**src/rtl/program_sequencer.sv**
```systemverilog
// Fetch/execute control for a small instruction ROM: holds the PC, latches each
// instruction and decodes it into regfile, ALU-operand and output-port controls.
module program_sequencer #(
    parameter int ADDR_W = 3,
    parameter int DATA_W = 16,
    parameter bit WRAP   = 1'b0
) (
    input  logic              clk,
    input  logic              rst,
    input  logic              run,
    output logic [ADDR_W-1:0] rom_addr,
    input  logic [31:0]       rom_data,
    output logic [3:0]        rf_ra,
    output logic [3:0]        rf_rb,
    output logic              alu_b_sel,
    output logic [DATA_W-1:0] imm,
    output logic              rf_we,
    output logic              out_valid,
    input  logic              out_ready,
    output logic [ADDR_W-1:0] pc,
    output logic              halted,
    output logic              illegal
);
    typedef enum logic [2:0] {
        S_IDLE,
        S_FETCH,
        S_EXEC,
        S_OUT_WAIT,
        S_HALT
    } state_t;

    localparam logic [3:0] OP_NOP  = 4'h0;
    localparam logic [3:0] OP_ADDI = 4'h1;
    localparam logic [3:0] OP_ADD  = 4'h2;
    localparam logic [3:0] OP_OUT  = 4'hF;

    state_t            state, state_next;
    logic [ADDR_W-1:0] pc_q, pc_next;
    logic [31:0]       ir, ir_next;
    logic              illegal_q, illegal_next;
    logic [3:0]        opcode;
    logic              last_addr;
    logic              complete;
    logic              unused_ir_bits;

    assign opcode         = ir[31:28];
    assign rf_ra          = ir[27:24];
    assign rf_rb          = ir[23:20];
    assign imm            = DATA_W'(ir[15:0]);
    assign alu_b_sel      = (opcode == OP_ADDI);
    assign unused_ir_bits = ^ir[19:16];
    assign pc             = pc_q;
    assign rom_addr       = pc_q;
    assign illegal        = illegal_q;
    assign last_addr      = (pc_q == {ADDR_W{1'b1}});

    // Output handshake: a value transfers on a rising edge where out_valid && out_ready.
    // Once raised, out_valid stays high with rf_ra stable until that transfer happens.
    always_comb begin
        state_next   = state;
        pc_next      = pc_q;
        ir_next      = ir;
        illegal_next = illegal_q;
        rf_we        = 1'b0;
        out_valid    = 1'b0;
        halted       = 1'b0;
        complete     = 1'b0;
        case (state)
            S_IDLE: begin
                if (run) state_next = S_FETCH;
            end
            S_FETCH: begin
                ir_next    = rom_data;
                state_next = S_EXEC;
            end
            S_EXEC: begin
                complete = 1'b1;
                case (opcode)
                    OP_NOP: ;
                    OP_ADDI, OP_ADD: rf_we = 1'b1;
                    OP_OUT: begin
                        out_valid = 1'b1;
                        complete  = out_ready;
                        if (!out_ready) state_next = S_OUT_WAIT;
                    end
                    default: illegal_next = 1'b1;
                endcase
            end
            S_OUT_WAIT: begin
                out_valid = 1'b1;
                complete  = out_ready;
            end
            S_HALT: begin
                halted = 1'b1;
            end
            default: state_next = S_IDLE;
        endcase
        // Retiring the last address either halts or wraps the PC back to 0.
        if (complete) begin
            if (last_addr && !WRAP) begin
                state_next = S_HALT;
            end else begin
                pc_next    = pc_q + 1'b1;
                state_next = S_FETCH;
            end
        end
    end

    always_ff @(posedge clk) begin
        if (rst) begin
            state     <= S_IDLE;
            pc_q      <= '0;
            ir        <= '0;
            illegal_q <= 1'b0;
        end else begin
            state     <= state_next;
            pc_q      <= pc_next;
            ir        <= ir_next;
            illegal_q <= illegal_next;
        end
    end
endmodule

```
**config.mk**
```make
export PLATFORM = sky130hd
export DESIGN_NAME = program_sequencer
export DESIGN_NICKNAME = d
export VERILOG_FILES = /design/src/rtl/program_sequencer.sv
export SDC_FILE = /design/constraint.sdc
export NUM_CORES = 1
export LEC_CHECK = 0
export ABC_AREA = 1
export CORE_MARGIN = 2
export CORE_UTILIZATION = 30
export CTS_BUF_LIST = sky130_fd_sc_hd__clkbuf_2 sky130_fd_sc_hd__clkbuf_4 sky130_fd_sc_hd__clkbuf_8
export DETAILED_ROUTE_END_ITERATION = 8
export PLACE_DENSITY_LB_ADDON = 0.25
export REMOVE_ABC_BUFFERS = 1
export SYNTH_ARGS = -nofsm -noshare
export SYNTH_HDL_FRONTEND = slang
export SYNTH_SLANG_ARGS = --single-unit
```
**constraint.sdc**
```tcl
create_clock -name clk -period 1.25 [get_ports clk]
set_clock_uncertainty 0.1 [all_clocks]
set_input_delay 0.1875 -clock clk [delete_from_list [all_inputs] [get_ports clk]]
set_output_delay 0.1875 -clock clk [all_outputs]
set_load 0.05 [all_outputs]
```
==> metrics.log, run 1 <==
INFO  metric critical_path.reg2reg.startpoint = state[1]
INFO  metric ys_ff_latch = 35
INFO  metric rsz0062_at_grt = yes
INFO  metric cts_tree = done
INFO  metric global_route.usage.total = approximately an eighth
INFO  metric async_sr_flop_fraction = 0%
INFO  metric critical_path.startpoint_type = flip-flop
INFO  metric worst_r2r_path_depth = 11
INFO  metric critical_path.max_stage_delay = approximately 0.34 ns
INFO  metric floorplan.core_area = 5540 sq um
INFO  metric synth_top_cell_area_share = between 40 and 50%
INFO  metric hold_path_end = ir[30]
INFO  metric grt_overflow = 0
INFO  metric pwr_density_cell = approximately 2200 nW/um^2
INFO  metric num-nets-final = approximately 320
INFO  metric max_clock_freq = 0.6415 GHz
INFO  metric number_of_antenna_violations_at_the_first_check_in_global_routing = 0
INFO  metric clkSinkCount = 35
INFO  metric design.portCount = 71
INFO  metric die_width = 79.89 microns
INFO  metric drt_wl_total = roughly 5 mm
INFO  metric routedLengthMet1 = 2.092 mm
INFO  metric antennaDiodeCount = 0
INFO  metric vdd_ir_drop_max = slightly above 1 mV
INFO  metric instances_no_fill = 354
INFO  metric clkLatencyLatePin = 0.28 ns
INFO  metric cts_htree_levels = 2
INFO  metric ys_top_cells_by_count = dfxtp_1, inv_1, buf_4
INFO  metric routabilityCongestion = 0.7349
INFO  metric rr_endpoint = pc[1]
INFO  metric synthesis.area_per_instance = roughly 8.3 sq um
INFO  metric cellLeakagePower = 1.360 nW
INFO  metric violations_in_the_final_reports = setup timing
INFO  metric dieHeight = 79.89 microns
INFO  metric port-buffer-count = 66
INFO  metric worstPathRequired = 0.96 ns
INFO  metric vias_per_cell = 4.492
INFO  metric ys_warn_count = 0
INFO  metric cp-end-kind = output pin
INFO  metric worst_rel_slew_slack = 84.81%
INFO  metric cts_made_buffers = 5
INFO  metric synth-edff-count = 0
INFO  metric syn_inst = 207
INFO  metric path_clk_slew = 0.08 ns
INFO  metric hold_depth = 2
INFO  metric met2RoutedLength = 2.587 mm
INFO  metric route.antenna.remaining_nets = 0
INFO  metric final.period_utilization = 124.7%
INFO  metric placed_cells_incl_taps = 325
INFO  metric hold_start = ir[30]
INFO  metric via_count_of_the_first_global_routing_pass = 1457
INFO  metric grt_first_pass_wirelength = 6.341 mm
INFO  metric post-synth-top-count-cell = dfxtp_1
INFO  metric netlist-cell-type-count = 24
INFO  metric final_critical_path_setup_slack = -0.3089 ns
INFO  metric setup-violations-final = 38
INFO  metric cell_chosen_for_the_clock_root = clkbuf_8
INFO  metric syn-cell-area = 1728 sq um
INFO  metric final.fill_count = 468
INFO  metric timing.critical_path.arrival = 1.27 ns
INFO  metric yosys.area.top_type = dfxtp_1
INFO  metric die_area = 6382 sq um
INFO  metric pre_cts_slack = -0.08213 ns
INFO  metric met3WireLength = 270 microns
INFO  metric fin_worst_hold_slack = 0.3786 ns
INFO  metric cts_max_path_buffers = 2
INFO  metric cp_max_fo = 3
INFO  metric vias = 1590
INFO  metric post_drt_wl_per_cell = 14.10 microns
INFO  metric critical_path_class = flip-flop to output pin
INFO  metric maxCapViolCount = 0
INFO  metric r2r_slack = -0.31 ns
INFO  metric synth_sequential_area_ratio = 40.55%
INFO  metric proportion_of_layout_cells_with_a_drive_suffix_above_1 = 56.03%
INFO  metric floorplan.rows = 27
INFO  metric tightestPinTransition = 0.2257 ns
INFO  metric grt_max_degree = 37
INFO  metric syn2layout_area_growth = 94.21%
INFO  metric dpl.hpwl = 2.794 mm
INFO  metric fin_crit = 1.559 ns
INFO  metric detailedRoute.firstPassIterationCount = 4
INFO  metric cp_cell_sequence = inv_2 -> nor2_4 -> nand2_2 -> a211oi_2 -> buf_4 -> buf_12
INFO  metric outcome = complete, but fails checks
INFO  metric cp_num_buf_inv = 3
INFO  metric hold_viol_final = 0
INFO  metric initial_core_utilization = between 30 and 40%
INFO  metric worst_path_max_delay_cell = dfxtp_2
INFO  metric drtIter0Drc = 38
INFO  metric drc = 0
INFO  metric highest-signal-layer = met4
INFO  metric cpLargestDelayFamily = flip-flops
INFO  metric synth_top_flop_cell = dfxtp_1
INFO  metric timing_max_transition_violations_final = 0
INFO  metric hold_path.class = flip-flop to flip-flop
INFO  metric post_synth_main_area_contributors = dfxtp_1, buf_4, inv_1
[report_power, final]
group | switching, mW | leakage, nW | total (mW) | internal, mW
sequential | 0.344 | 0.292 | 1.80 | 1.45
clock | 0.432 | 0.0581 | 1.03 | 0.594
combinational | 2.32 | 1.01 | 4.66 | 2.34
total | 3.09 | 1.36 | 7.48 | 4.39
[sequential cells by signal (all words and copies together), names as in the netlist]
register	cells
pc	3
illegal	1
ir	28
state	3
[logic make-up (layout without fill, tap and decap cells)]
group,count (synthesis),after routing,synth area share [%]
buffers and inverters,73,147,24.11
AO/OA/AOI/OAI,64,64,23.46
flip-flops,35,35,40.55
AND/OR/NAND/NOR,33,34,10.43
adder cells (fa/ha/maj),2,2,1.448
[timing repair]
item | in CTS | in global routing
buffers inserted | 5 | 9
gates cloned | 0 | 9
pin swaps | 5 | 9
endpoints found under the setup margin | 7 | 42
resized for setup | 29 | 49
hold buffers | 0 | 0
[worst reg2reg max path: stages, from the launching register on]
cell and delay [ns]:
dfxtp_2 0.34, inv_2 0.05, nor2_4 0.11, buf_4 0.13, buf_6 0.08, buf_6 0.08, buf_6 0.08, nand3_4 0.11
nand2_8 0.14, buf_4 0.12, nand3_2 0.05, a21oi_2 0.11
[how the worst max path moves through the flow]
stage | startpoint | endpoint | depth (start not counted)
4_1_cts | state[1] | rf_we | 6
6_report | state[1] | rf_we | 6
3_5_place_dp | ir[29] | out_valid | 5
3_3_place_gp | rst | ir[25] | 5
5_1_grt | state[1] | rf_we | 6
2_1_floorplan | ir[28] | alu_b_sel | 2
[layout make-up]
class,instances,area [sq um],area share (%)
well taps,72,90.09,2.685
flip-flops and latches,35,714.4,21.29
clock inverters,3,43.79,1.305
repair buffers,102,1460,43.51
inverters,37,143.9,4.288
clock buffers,5,68.82,2.051
multi-input cells,100,834.6,24.87
[through the flow]
step / total power [mW] / util, % / setup TNS [ns] / cell area (sq um)
floorplan: 3.465 / - / -21.11 / 1450
global route: 7.848 / 60.57 / -6.468 / 3356
global placement: 5.315 / 49.12 / -1.044 / 2721
CTS: 6.584 / 53.03 / -1.152 / 2938
finish: 7.485 / 60.57 / -4.389 / 3356
detailed placement: 5.355 / 49.12 / -1.451 / 2721
[metal layers]
metal  up-vias  global-route usage [%]
li1        792                       -
met1       748                   14.33
met2        45                   21.75
met3         5                   4.525
met4         0                   4.915
met5         -                       0
[placed cells by master, fill, tap and decap left out, drive strengths merged]
master,instances
a211oi,1
clkdlybuf4s50,31
clkinv,2
o21ai,29
ha,2
nand4,2
nand3,10
a21oi,34
dfxtp,35
nand2,17
inv,37
bufinv,1
clkbuf,10
buf,66
nor4,2
nor2,3
Power figures use the tool's default switching activity.
==> inputs of run 2 (changes only) <==
--- a/config.mk
+++ b/config.mk
@@ -6,12 +6,13 @@
 export NUM_CORES = 1
 export LEC_CHECK = 0
 export ABC_AREA = 1
-export CORE_MARGIN = 2
 export CORE_UTILIZATION = 30
 export CTS_BUF_LIST = sky130_fd_sc_hd__clkbuf_2 sky130_fd_sc_hd__clkbuf_4 sky130_fd_sc_hd__clkbuf_8
 export DETAILED_ROUTE_END_ITERATION = 8
+export GPL_TIMING_DRIVEN = 0
 export PLACE_DENSITY_LB_ADDON = 0.25
 export REMOVE_ABC_BUFFERS = 1
+export SETUP_SLACK_MARGIN = 0.3
 export SYNTH_ARGS = -nofsm -noshare
 export SYNTH_HDL_FRONTEND = slang
 export SYNTH_SLANG_ARGS = --single-unit
==> metrics.log, run 2 (synthesis results as in run 1) <==
INFO  metric outcome = complete, but fails checks (unchanged)
INFO  metric violations_in_the_final_reports = setup timing (unchanged)
INFO  metric final.fill_count = 523 (was 468)
INFO  metric initial_core_utilization = 31.19% (unchanged)
INFO  metric drc = 0 (unchanged)
INFO  metric cp_max_fo = 2 (was 3)
INFO  metric fin_crit = 1.499 ns (was 1.559 ns)
INFO  metric floorplan.core_area = 5540 sq um (unchanged)
INFO  metric final.period_utilization = 119.9% (was 124.7%)
INFO  metric detailedRoute.firstPassIterationCount = 3 (was 4)
INFO  metric cts_tree = done (unchanged)
INFO  metric drtIter0Drc = 14 (was 38)
INFO  metric tightestPinTransition = 0.3841 ns (was 0.2257 ns)
INFO  metric worst_r2r_path_depth = 8 (was 11)
INFO  metric hold_start = rst (was ir[30])
INFO  metric placed_area = 2201 sq um (was 2721 sq um)
INFO  metric syn2layout_area_growth = 80.16% (was 94.21%)
INFO  metric port-buffer-count = 66 (unchanged)
INFO  metric hold_viol_final = 0 (unchanged)
INFO  metric cts_htree_levels = 2 (unchanged)
INFO  metric routabilityCongestion = 0.7394 (was 0.7349)
INFO  metric critical_path.endpoint = rf_we (unchanged)
INFO  metric critical_path.startpoint_type = flip-flop (unchanged)
INFO  metric cellLeakagePower = 1.264 nW (was 1.360 nW)
INFO  metric fin_util = 56.19% (was 60.57%)
INFO  metric cts_made_buffers = 5 (unchanged)
INFO  metric clkSinkCount = 35 (unchanged)
INFO  metric timing.critical_path.arrival = 1.21 ns (was 1.27 ns)
INFO  metric route.antenna.remaining_nets = 0 (unchanged)
INFO  metric setup-violations-final = 38 (unchanged)
INFO  metric proportion_of_layout_cells_with_a_drive_suffix_above_1 = 68.84% (was 56.03%)
INFO  metric global_route.usage.total = 15.09% (was 12.70%)
INFO  metric cp-end-kind = output pin (unchanged)
INFO  metric max_clock_freq = 0.6673 GHz (was 0.6415 GHz)
INFO  metric timing_max_transition_violations_final = 0 (unchanged)
INFO  metric rsz0062_at_grt = yes (unchanged)
INFO  metric rr_endpoint = ir[30] (was pc[1])
INFO  metric floorplan.rows = 27 (unchanged)
INFO  metric design.portCount = 71 (unchanged)
INFO  metric cell_chosen_for_the_clock_root = clkbuf_8 (unchanged)
INFO  metric pwr_density_cell = 2163 nW/um^2 (was 2230 nW/um^2)
INFO  metric vias = 1548 (was 1590)
INFO  metric vias_per_cell = 4.448 (was 4.492)
INFO  metric final_critical_path_setup_slack = -0.2485 ns (was -0.3089 ns)
INFO  metric maxCapViolCount = 0 (unchanged)
INFO  metric multi_input_comb_area = 914.6 sq um (was 834.6 sq um)
INFO  metric worst_rel_slew_slack = 74.39% (was 84.81%)
INFO  metric hold_path.class = input port to flip-flop (was flip-flop to flip-flop)
INFO  metric number_of_antenna_violations_at_the_first_check_in_global_routing = 0 (unchanged)
INFO  metric worstPathRequired = 0.96 ns (about the same)
INFO  metric cts_max_path_buffers = 2 (unchanged)
INFO  metric highest_count_cells_in_the_layout_ignoring_fill_and_taps = buf_8, clkdlybuf4s50_1, dfxtp_2, inv_1, o21ai_2 (was buf_12, clkdlybuf4s50_1, inv_1, dfxtp_1, o21ai_2)
INFO  metric largest_reg_flops = 28 (unchanged)
INFO  metric most_frequent_standard_cell_in_the_layout_excluding_fill_and_tap_cells = buf_8 (was buf_12)
INFO  metric grt_first_pass_wirelength = 6.982 mm (was 6.341 mm)
INFO  metric regMostFlops = ir (unchanged)
INFO  metric die_area = 6067 sq um (was 6382 sq um)
INFO  metric vdd_ir_drop_max = 1.007 mV (was 1.017 mV)
INFO  metric grt_overflow = 0 (unchanged)
INFO  metric setup.worst_path.start = state[1] (unchanged)
INFO  metric antennaDiodeCount = 0 (unchanged)
INFO  metric dieHeight = 77.89 microns (was 79.89 microns)
INFO  metric clkLatencyLatePin = 0.28 ns (about the same)
INFO  metric critical_path_class = flip-flop to output pin (unchanged)
INFO  metric post_drt_wl_per_cell = 13.36 microns (was 14.10 microns)
INFO  metric num-nets-final = 313 (was 319)
INFO  metric sequential_cell_area = 755.7 sq um (was 714.4 sq um)
INFO  metric path_clk_slew = 0.07 ns (was 0.08 ns)
INFO  metric grt_max_degree = 30 (was 37)
INFO  metric final_design_area_no_fill = 3113 sq um (was 3356 sq um)
INFO  metric drt_wl_total = 4.648 mm (was 4.990 mm)
INFO  metric critical_path.reg2reg.startpoint = state[1] (unchanged)
INFO  metric die_width = 77.89 microns (was 79.89 microns)
INFO  metric r2r_slack = -0.19 ns (was -0.31 ns)
INFO  metric via_count_of_the_first_global_routing_pass = 1435 (was 1457)
INFO  metric dpl.hpwl = 2.197 mm (was 2.794 mm)
run 2: cell count changes in the layout (fill, tap and decap cells not counted), moves of 4 or more:
cell,previous run,this run
a21oi_1,16,11
a21oi_2,18,23
buf_12,39,3
buf_6,11,5
buf_8,0,34
clkbuf_16,5,1
dfxtp_1,28,1
dfxtp_2,5,29
nand3_4,3,7
o21ai_2,22,26
run 2: worst min-delay path by stage:
stage	endpoint	depth (start not counted)
after global placement	ir[0]	2
after CTS	pc[2]	2
after floorplan	illegal	1
after global routing	state[2]	2
final	state[2]	2
after detailed placement	ir[4]	2
run 2: per-stage QoR:
stage                     TNS (ns)  setup WS (ns)  instances  power (mW)  hold WS [ns]
after floorplan             -21.11        -0.8962        171       3.465        0.1566
after global placement      -36.22         -1.113        309       4.292        0.3311
after detailed placement    -36.08         -1.086        309       4.309        0.3384
after CTS                   -2.821        -0.3381        338       6.250        0.2775
after global routing        -6.550        -0.3227        348       7.102        0.3448
final                       -4.704        -0.2485        348       6.735        0.3168
run 2: final cells by class:
class                   instances  share of cell area (%)
inverters                      37                   5.547
clock buffers                   5                   2.211
clock inverters                 3                  0.4823
repair buffers                 92                   35.21
multi-input cells             104                   29.38
well taps                      72                   2.894
flip-flops and latches         35                   24.28
run 2: routing by layer:
| layer | vias to the layer above | wire length (microns) | global-route usage (%) |
|---|---|---|---|
| li1 | 787 | - | - |
| met1 | 717 | 1999 | 18.29 |
| met2 | 38 | 2350 | 25.04 |
| met3 | 6 | 233 | 6.000 |
| met4 | 0 | 65 | 3.333 |
| met5 | - | 0 | 0 |
run 2: critical path: stages, from the launching register on:
cell and delay (ns):
dfxtp_2 0.35, inv_4 0.04, nor2_4 0.10, nand2_2 0.07, a211oi_2 0.17, buf_6 0.19
run 2: power breakdown:
group | internal (mW) | leakage (nW) | switching [mW] | total (mW)
Clock | 0.381 | 0.0477 | 0.409 | 0.791
Sequential | 1.52 | 0.302 | 0.315 | 1.83
Combinational | 1.81 | 0.914 | 2.31 | 4.11
Total | 3.70 | 1.26 | 3.03 | 6.73
run 2: what timing repair did:
item / in CTS / in global routing
endpoints found under the setup margin: 70 / 70
setup buffers: 17 / 8
pin swaps: 9 / 27
hold buffers: 0 / 0
gates cloned: 4 / 2
resized for setup: 360 / 49
==> inputs of run 3 (changes only) <==
--- a/config.mk
+++ b/config.mk
@@ -9,7 +9,6 @@
 export CORE_UTILIZATION = 30
 export CTS_BUF_LIST = sky130_fd_sc_hd__clkbuf_2 sky130_fd_sc_hd__clkbuf_4 sky130_fd_sc_hd__clkbuf_8
 export DETAILED_ROUTE_END_ITERATION = 8
-export GPL_TIMING_DRIVEN = 0
 export PLACE_DENSITY_LB_ADDON = 0.25
 export REMOVE_ABC_BUFFERS = 1
 export SETUP_SLACK_MARGIN = 0.3
==> metrics.log, run 3 (synthesis results as in run 1) <==
INFO  metric floorplan.core_area = 5540 sq um (unchanged)
INFO  metric vias = 1610 (was 1548)
INFO  metric dieHeight = 77.89 microns (unchanged)
INFO  metric grt_max_degree = 20 (was 30)
INFO  metric grt.met3_usage = 4.235% (was 6.000%)
INFO  metric global_route.usage.total = 15.33% (was 15.09%)
INFO  metric fin_crit = 1.554 ns (was 1.499 ns)
INFO  metric antennaDiodeCount = 0 (unchanged)
INFO  metric pwr_density_cell = 2193 nW/um^2 (was 2163 nW/um^2)
INFO  metric worst_r2r_path_depth = 8 (unchanged)
INFO  metric regMostFlops = ir (unchanged)
INFO  metric most_frequent_standard_cell_in_the_layout_excluding_fill_and_tap_cells = buf_12 (was buf_8)
INFO  metric cell_chosen_for_the_clock_root = clkbuf_8 (unchanged)
INFO  metric drc = 0 (unchanged)
INFO  metric cts_htree_levels = 2 (unchanged)
INFO  metric outcome = complete, but fails checks (unchanged)
INFO  metric number_of_antenna_violations_at_the_first_check_in_global_routing = 0 (unchanged)
INFO  metric grt.busiest_layer = met2 (unchanged)
INFO  metric global_route.usage.met1 = 16.43% (was 18.29%)
INFO  metric maxCapViolCount = 0 (unchanged)
INFO  metric cp_max_fo = 3 (was 2)
INFO  metric syn2layout_area_growth = 94.57% (was 80.16%)
INFO  metric critical_path.max_stage_delay = 0.34 ns (was 0.35 ns)
INFO  metric r2r_slack = -0.24 ns (was -0.19 ns)
INFO  metric worst_path_max_delay_cell = dfxtp_2 (unchanged)
INFO  metric cp-end-kind = output pin (unchanged)
INFO  metric vias_per_cell = 4.485 (was 4.448)
INFO  metric initial_core_utilization = 31.19% (unchanged)
INFO  metric setup-violations-final = 35 (was 38)
INFO  metric proportion_of_layout_cells_with_a_drive_suffix_above_1 = 66.55% (was 68.84%)
INFO  metric hold_path_end = ir[13] (was state[2])
INFO  metric path_clk_slew = 0.07 ns (about the same)
INFO  metric final.fill_count = 461 (was 523)
INFO  metric num-nets-final = 324 (was 313)
INFO  metric placed_cells_incl_taps = 327 (was 309)
INFO  metric dpl.hpwl = 2.631 mm (was 2.197 mm)
INFO  metric cellLeakagePower = 1.360 nW (was 1.264 nW)
INFO  metric rr_endpoint = ir[3] (was ir[30])
INFO  metric critical_path_class = flip-flop to output pin (unchanged)
INFO  metric clkSinkCount = 35 (unchanged)
INFO  metric clkLatencyLatePin = 0.28 ns (about the same)
INFO  metric port-buffer-count = 66 (unchanged)
INFO  metric cts_tree = done (unchanged)
INFO  metric cts_max_path_buffers = 2 (unchanged)
INFO  metric setup_tns = -7.329 ns (was -4.704 ns)
INFO  metric design.portCount = 71 (unchanged)
INFO  metric highest_count_cells_in_the_layout_ignoring_fill_and_taps = buf_12, dfxtp_2, clkdlybuf4s50_1, inv_1, a21oi_2 (was buf_8, clkdlybuf4s50_1, dfxtp_2, inv_1, o21ai_2)
INFO  metric post_drt_wl_per_cell = 12.55 microns (was 13.36 microns)
INFO  metric instances_no_fill = 359 (was 348)
INFO  metric cp_cell_sequence = inv_2 -> nor2_4 -> nand2_2 -> a211oi_2 -> buf_4 -> buf_12 (was inv_4 -> nor2_4 -> nand2_2 -> a211oi_2 -> buf_6)
INFO  metric cts_made_buffers = 5 (unchanged)
INFO  metric sequential_cell_area = 743.2 sq um (was 755.7 sq um)
INFO  metric hold_start = ir[13] (was rst)
INFO  metric worstPathRequired = 0.96 ns (about the same)
INFO  metric grt_overflow = 0 (unchanged)
INFO  metric route.antenna.remaining_nets = 0 (unchanged)
INFO  metric drtIter0Drc = 41 (was 14)
INFO  metric final.period_utilization = 124.3% (was 119.9%)
INFO  metric die_width = 77.89 microns (unchanged)
INFO  metric largest_reg_flops = 28 (unchanged)
INFO  metric hold_buffers = 0 (unchanged)
INFO  metric die_area = 6067 sq um (unchanged)
INFO  metric drt_wl_total = 4.505 mm (was 4.648 mm)
INFO  metric via_count_of_the_first_global_routing_pass = 1573 (was 1435)
INFO  metric rsz0062_at_grt = yes (unchanged)
INFO  metric critical_path.reg2reg.startpoint = state[1] (unchanged)
INFO  metric vdd_ir_drop_max = 1.156 mV (was 1.007 mV)
INFO  metric hold_viol_final = 0 (unchanged)
INFO  metric multi_input_comb_area = 789.5 sq um (was 914.6 sq um)
INFO  metric grt_first_pass_wirelength = 7.245 mm (was 6.982 mm)
INFO  metric tightestPinTransition = 0.2074 ns (was 0.3841 ns)
INFO  metric detailedRoute.firstPassIterationCount = 4 (was 3)
INFO  metric routabilityCongestion = 0.7240 (was 0.7394)
INFO  metric timing.critical_path.arrival = 1.27 ns (was 1.21 ns)
INFO  metric critical_path.startpoint_type = flip-flop (unchanged)
INFO  metric worst_rel_slew_slack = 86.06% (was 74.39%)
INFO  metric globalRouteMet2Util = 28.32% (was 25.04%)
INFO  metric floorplan.rows = 27 (unchanged)
INFO  metric report.power.total = 7.372 mW (was 6.735 mW)
INFO  metric hold_path.class = flip-flop to flip-flop (was input port to flip-flop)
INFO  metric violations_in_the_final_reports = setup timing (unchanged)
INFO  metric timing_max_transition_violations_final = 0 (unchanged)
INFO  metric final_critical_path_setup_slack = -0.3038 ns (was -0.2485 ns)
INFO  metric max_clock_freq = 0.6436 GHz (was 0.6673 GHz)
INFO  metric hold_depth = 2 (unchanged)
[run 3: critical path: cells and delay by family (launching register included)]
| kind | cells | cell delay [ns] |
|---|---|---|
| buffers and inverters | 3 | 0.31 |
| AOI/OAI and AO/OA | 1 | 0.14 |
| DFF | 1 | 0.34 |
| and+or+nand+nor | 2 | 0.19 |
[run 3: how the worst max path moves through the flow]
stage,startpoint,end,slack (ns),cells after the start
after floorplan,ir[28],alu_b_sel,-0.90,2
after global placement,rst,ir[0],-0.06,5
after detailed placement,out_ready,state[0],-0.07,6
after CTS,ir[28],alu_b_sel,-0.28,4
after global routing,state[1],rf_we,-0.38,6
final,state[1],rf_we,-0.30,6
[run 3: per-stage QoR]
step           hold WS (ns)  cell area (sq um)  setup slack (ns)  utilization [%]
2_1_floorplan        0.1566               1450           -0.8962                -
6_report             0.3709               3362           -0.3038            60.68
3_5_place_dp         0.3703               2736          -0.06870            49.39
5_1_grt              0.3862               3362           -0.3793            60.68
4_1_cts              0.3649               3126           -0.2843            56.41
3_3_place_gp         0.3673               2736          -0.05507            49.39
[run 3: final cells by class]
class / count / area share [%]
well taps: 72 / 2.680
clock buffers: 7 / 2.493
inverters: 37 / 4.131
flip-flops and latches: 35 / 22.11
multi-input cells: 99 / 23.48
repair buffers: 108 / 44.96
clock inverters: 1 / 0.1489
[run 3: routing by layer]
layer  wire (microns)  vias to the layer above
li1                 -                      793
met1             1886                      761
met2             2342                       47
met3              201                        9
met4               74                        0
met5                0                        -
[run 3: report_power, final]
part           internal [mW]  switching (mW)
Combinational           2.41            2.30
Sequential              1.51           0.335
Clock                  0.434           0.382
Total                   4.35            3.02
[run 3: what timing repair did]
action / in CTS / in global routing
setup endpoints to repair: 70 / 70
pin swaps: 4 / 20
gates resized for setup: 76 / 27
buffers inserted: 5 / 14
endpoints found under the hold margin: 0 / 0
gates cloned: 4 / 1
==> patch 1 (settings of run 1) <==
Change the parameter `WRAP` from 1'b0 to 1'b1.
--- a/src/rtl/program_sequencer.sv
+++ b/src/rtl/program_sequencer.sv
@@ -5,3 +5,3 @@
     parameter int DATA_W = 16,
-    parameter bit WRAP   = 1'b0
+    parameter bit WRAP   = 1'b1
 ) (
Formal check against the unedited RTL: same outputs for any inputs over 10 cycles, from zero or initial values and one cycle with rst high; that may be too few to reach the edited logic, so the function may still have changed.
==> patch 1 against run 1 <==
- the flow still finishes with violations (negative setup slack)
- area after synthesis shrank 8.0%
- wire length shrank 25%
- sequential cell count shrank 1
- power shrank 0.76%
- setup slack gained 0.094 ns
- cell count shrank 5.9%
- core utilization shrank 6.2 points
- sequential power grew 9%
- hold slack lost 0.020 ns
- design area shrank 17%
==> patch 1: results (changes against run 1) <==
Hold path
  – HP Class: register to register

Detailed routing
  – Aggregate routed wire length: 3761 um (-25%)
  – Vias: 1418 (-11%)
  – First DRT Iteration DRCs: 34 (-11%)

Synthesis
  – Complex-gate fraction of the synthesized area: 13.22% (-10 points)
  – Post-synth top cells: nor2_1, dfxtp_1, o21ai_0
  – Cell variety after synth: 19 (-21%)
  – YS warnings: 0 (unchanged)
  – Area contributors post-synth: dfxtp_1, nor2_1, buf_4
  – Share of the yosys chip area belonging to registers: 42.80% (+2.3 points)

Finish
  – Nets@finish: 303 (-5.0%)
  – # fillers: 476 (+1.7%)
  – Max FFs per register: 28 (unchanged)
  – Layout cell share with drive strength beyond 1: 34.60% (-21 points)

STA
  – Setup Viol. Count Final: 37 (-2.6%)
  – Slack of the critical path: -0.2151 ns (+0.09380 ns)

Critical path
  – Crit Path Max Fanout: 4 (+1)
  – Critical Path AT: 1.18 ns (-0.09 ns)

Placed design
  – Dpl ws: -0.2463 ns (-0.1642 ns)
  – GPL Wtd Cong: 0.8664 (+18%)
  – Dpl hpwl: 2751 um (-1.5%)
  – Port Buffer Count: 65 (-1.5%)

Outcome
  – Failing checks: negative setup slack
  – Status: finished with violations

GRT
  – First-pass GRT wire length: 6285 um (-0.88%)
  – Total global routing track utilization: 13.30% (+0.59 points)
  – Largest net degree at the start of global routing: 24 (-35%)

Power and ir drop
  – Worst IR Drop VDD: 0.001473 V (+45%)
  – Leak Pwr: 0.001175 uW (-14%)
[patch 1: through the flow]
stage / setup TNS [ns] / cell area, sq um / std cells
2_1_floorplan: -15.98 / 1336 / 174
3_3_place_gp: -3.701 / 2532 / 323
3_5_place_dp: -3.825 / 2532 / 323
4_1_cts: -2.460 / 2758 / 333
5_1_grt: -5.599 / 2779 / 333
6_report: -2.753 / 2779 / 333
[patch 1: kinds of logic (layout without fill, tap and decap cells)]
logic type,after synthesis,after routing
AOI/OAI and AO/OA,39,39
and+or+nand+nor,86,86
buffers and inverters,46,98
other,1,1
adders and majority gates,5,5
DFF,34,34
[patch 1: layer usage]
layer  vias to the layer above  track usage, %  share of wire (%)
li1                        738               -                  -
met2                        52           21.05                 46
met3                         6           7.176                 10
met1                       622           15.06                 42
met4                         0           4.909                1.4
met5                         -               0                  0
[patch 1: worst paths after layout]
path / slack, ns / from / end / cells past startpoint
worst max-delay path: -0.22 / ir[31] / alu_b_sel / 3
worst min-delay path: 0.36 / pc[0] / pc[0] / 1
worst max register to register: -0.20 / state[0] / state[0] / 10
worst min register to register: 0.36 / pc[0] / pc[0] / 1
[patch 1: critical path, cell delays in order (launching register included)]
cell	delay (ns)
dfxtp_2	0.34
nor4_2	0.27
buf_4	0.16
buf_12	0.12
[patch 1: what timing repair did]
item | CTS | global route
buffers inserted | 2 | 0
gates cloned | 0 | 0
setup endpoints to repair | 39 | 39
pin swaps | 8 | 3
hold buffers | 0 | 0
gates resized for setup | 34 | 8
[patch 1: area by class of cell]
type	count	share of cell area, %
well taps	70	3.152
clock inverters	1	1.081
flip-flops and latches	34	25.12
inverters	9	1.216
multi-input cells	131	25.39
repair buffers	81	41.02
clock buffers	7	3.017
[patch 1: report_power, final]
| group | total (uW) | switching, uW | internal [uW] |
|---|---|---|---|
| clock | 1020 | 382 | 640 |
| sequential | 1970 | 432 | 1540 |
| combinational | 4440 | 2340 | 2100 |
==> patch 2 (flow settings as in run 1) <==
Without the edit above. Make the reset (`rst`) asynchronous in one clocked block.
--- a/src/rtl/program_sequencer.sv
+++ b/src/rtl/program_sequencer.sv
@@ -108,3 +108,3 @@
 
-    always_ff @(posedge clk) begin
+    always_ff @(posedge clk or posedge rst) begin
         if (rst) begin
Function: differs if rst is asserted again (counterexample within 4 cycles, from zero or initial values and one cycle with rst high); with rst held inactive, the same outputs for 10 cycles.
==> patch 2 against run 1 <==
- the flow still finishes with violations (negative setup slack)
- first-iteration DRC count down 2.6%
- wire length down 19%
- sequential cell count unchanged
- design area down 11%
- area after synthesis down 1.9%
- setup slack better by 0.012 ns
Power is left out: it rests on default switching activity, and per cell area and clock period it moved more than threefold.
==> patch 2: results (changes against run 1) <==
Critical path
  – Crit Path Max Fanout: 4 (+1)
  – Critical Path AT: 1.26 ns
  – Flop-to-flop setup slack: -0.10 ns (+0.21 ns)
  – Crit path launch: ir[30]
  – Reg2Reg Depth: 6 (-5)
  – CP max stage cell: dfrtp_1
  – R2r endpoint: ir[28]
  – Critical Path Sink: alu_b_sel
  – Critical Path Max Stage Delay: 0.42 ns (+0.08 ns)
  – Reg-to-Reg Start: state[2]

Detailed routing
  – Vias: 1487 (-6.5%)
  – First DRT Iteration DRCs: 37 (-2.6%)
  – DR WL/cell: 11.99 um (-15%)
  – First-pass DRT Iterations: 4 (unchanged)

STA
  – Worst Max-Slew Pin Slew: 0.2051 ns (-0.02065 ns)
  – Final setup TNS: -2.653 ns (+1.736 ns)
  – Slack of the critical path: -0.2969 ns (+0.01203 ns)
  – Setup Viol. Count Final: 36 (-5.3%)

Placed design
  – GPL Wtd Cong: 0.7224 (-1.7%)
  – Placed Cells: 316 (-2.8%)
  – Dpl hpwl: 2670 um (-4.4%)

Clock network
  – Clk buf depth: 2 (unchanged)
  – H-tree depth: 2 (unchanged)
  – Reg clk slew, reported paths: 0.06 ns (-0.02 ns)

Outcome
  – Status: finished with violations
  – Failing checks: negative setup slack

Synthesis
  – Multiplexer share of the synthesized area: 0% (unchanged)
  – Share of the yosys chip area belonging to registers: 51.66% (+11 points)
  – Synth async-reset ratio: 100.0% (+100 points)
  – Cell variety after synth: 19 (-21%)
  – Post-synthesis average cell area: 8.519 sq um (+2.1%)
  – Top FF cell, synth: dfrtp_1
  – Area contributors post-synth: dfrtp_1, nand2_1, buf_4
  – Post-synth top cells: nand2_1, dfrtp_1, nand3_1
  – Synth Area in Adders: 1.476% (+0.028 points)
  – Complex-gate fraction of the synthesized area: 2.362% (-21 points)

GRT
  – First-pass GRT wire length: 6423 um (+1.3%)
  – Largest net degree at the start of global routing: 36 (-2.7%)
  – Number of global-route vias before repair: 1422 (-2.4%)
  – Total global routing track utilization: 13.05% (+0.34 points)

Finish
  – Fin cells: 337 (-4.8%)
  – Layout cell share with drive strength beyond 1: 35.85% (-20 points)
  – Largest Register: ir
  – Max FFs per register: 28 (unchanged)
  – Nets@finish: 304 (-4.7%)
  – Antenna cells: 0 (unchanged)

Hold path
  – HP Class: input port to asynchronous set/reset pin
## patch 2: changes by cell type after synthesis, sizes merged, moves of 2 or more
| cell | change |
|---|---|
| a21oi | -31 |
| buf | -5 |
| clkbuf | +4 |
| dfrtp | +35 |
| dfxtp | -35 |
| inv | -27 |
| nand2 | +54 |
| nand3 | +21 |
| nand4 | -2 |
| nor2 | +4 |
| o21ai | -27 |
## patch 2: final cells by class
| class | instances | area, sq um |
|---|---|---|
| timing repair buffer | 95 | 1291 |
| clock buffer | 6 | 76.32 |
| multi-input combinational | 119 | 620.6 |
| sequential | 35 | 877.1 |
| fill | 521 | 2480 |
| inverter | 10 | 37.54 |
| tap | 72 | 90.09 |
## patch 2: worst reg2reg max path: stages (launching register included)
cell     delay, ns
dfrtp_1       0.39
inv_2         0.08
buf_4         0.23
nand2_2       0.13
buf_12        0.17
nor2_1        0.09
a21oi_1       0.05
## patch 2: kinds of logic after synthesis
group	after synthesis
adder cells (fa/ha/maj)	2
buffers and inverters	45
AND/OR/NAND/NOR	110
AO/OA/AOI/OAI	7
flip-flops	35
## patch 2: stage by stage
step	utilization [%]	cell area (sq um)	setup slack [ns]	hold slack [ns]
global placement	48.90	2676	-0.1123	0.3486
global route	54.69	2993	-0.3665	0.1683
finish	54.69	2993	-0.2969	0.1571
CTS	53.15	2909	-0.3204	0.1599
floorplan	-	1445	-0.9825	0.2334
detailed placement	48.90	2676	-0.1251	0.3543
## patch 2: per-layer routing
metal  up-vias  global-route usage [%]  share of wire [%]
met3         6                   5.000                6.8
met2        41                   22.71                 52
met4         0                   4.138                1.1
li1        739                       -                  -
met5         -                       0                  0
met1       701                   14.69                 40
## patch 2: worst min path at each step
stage                       from       end
global placement        state[2]  state[1]
detailed placement      state[2]  state[1]
CTS                          rst     pc[2]
floorplan           rom_data[10]    ir[10]
finish                       rst     ir[3]
global route                 rst     pc[1]
## patch 2: timing repair
| action | in CTS | in global routing |
|---|---|---|
| hold endpoints to repair | 0 | 0 |
| pin swaps | 8 | 8 |
| setup endpoints to repair | 42 | 44 |
| buffers inserted | 12 | 3 |
| gates resized for setup | 24 | 15 |
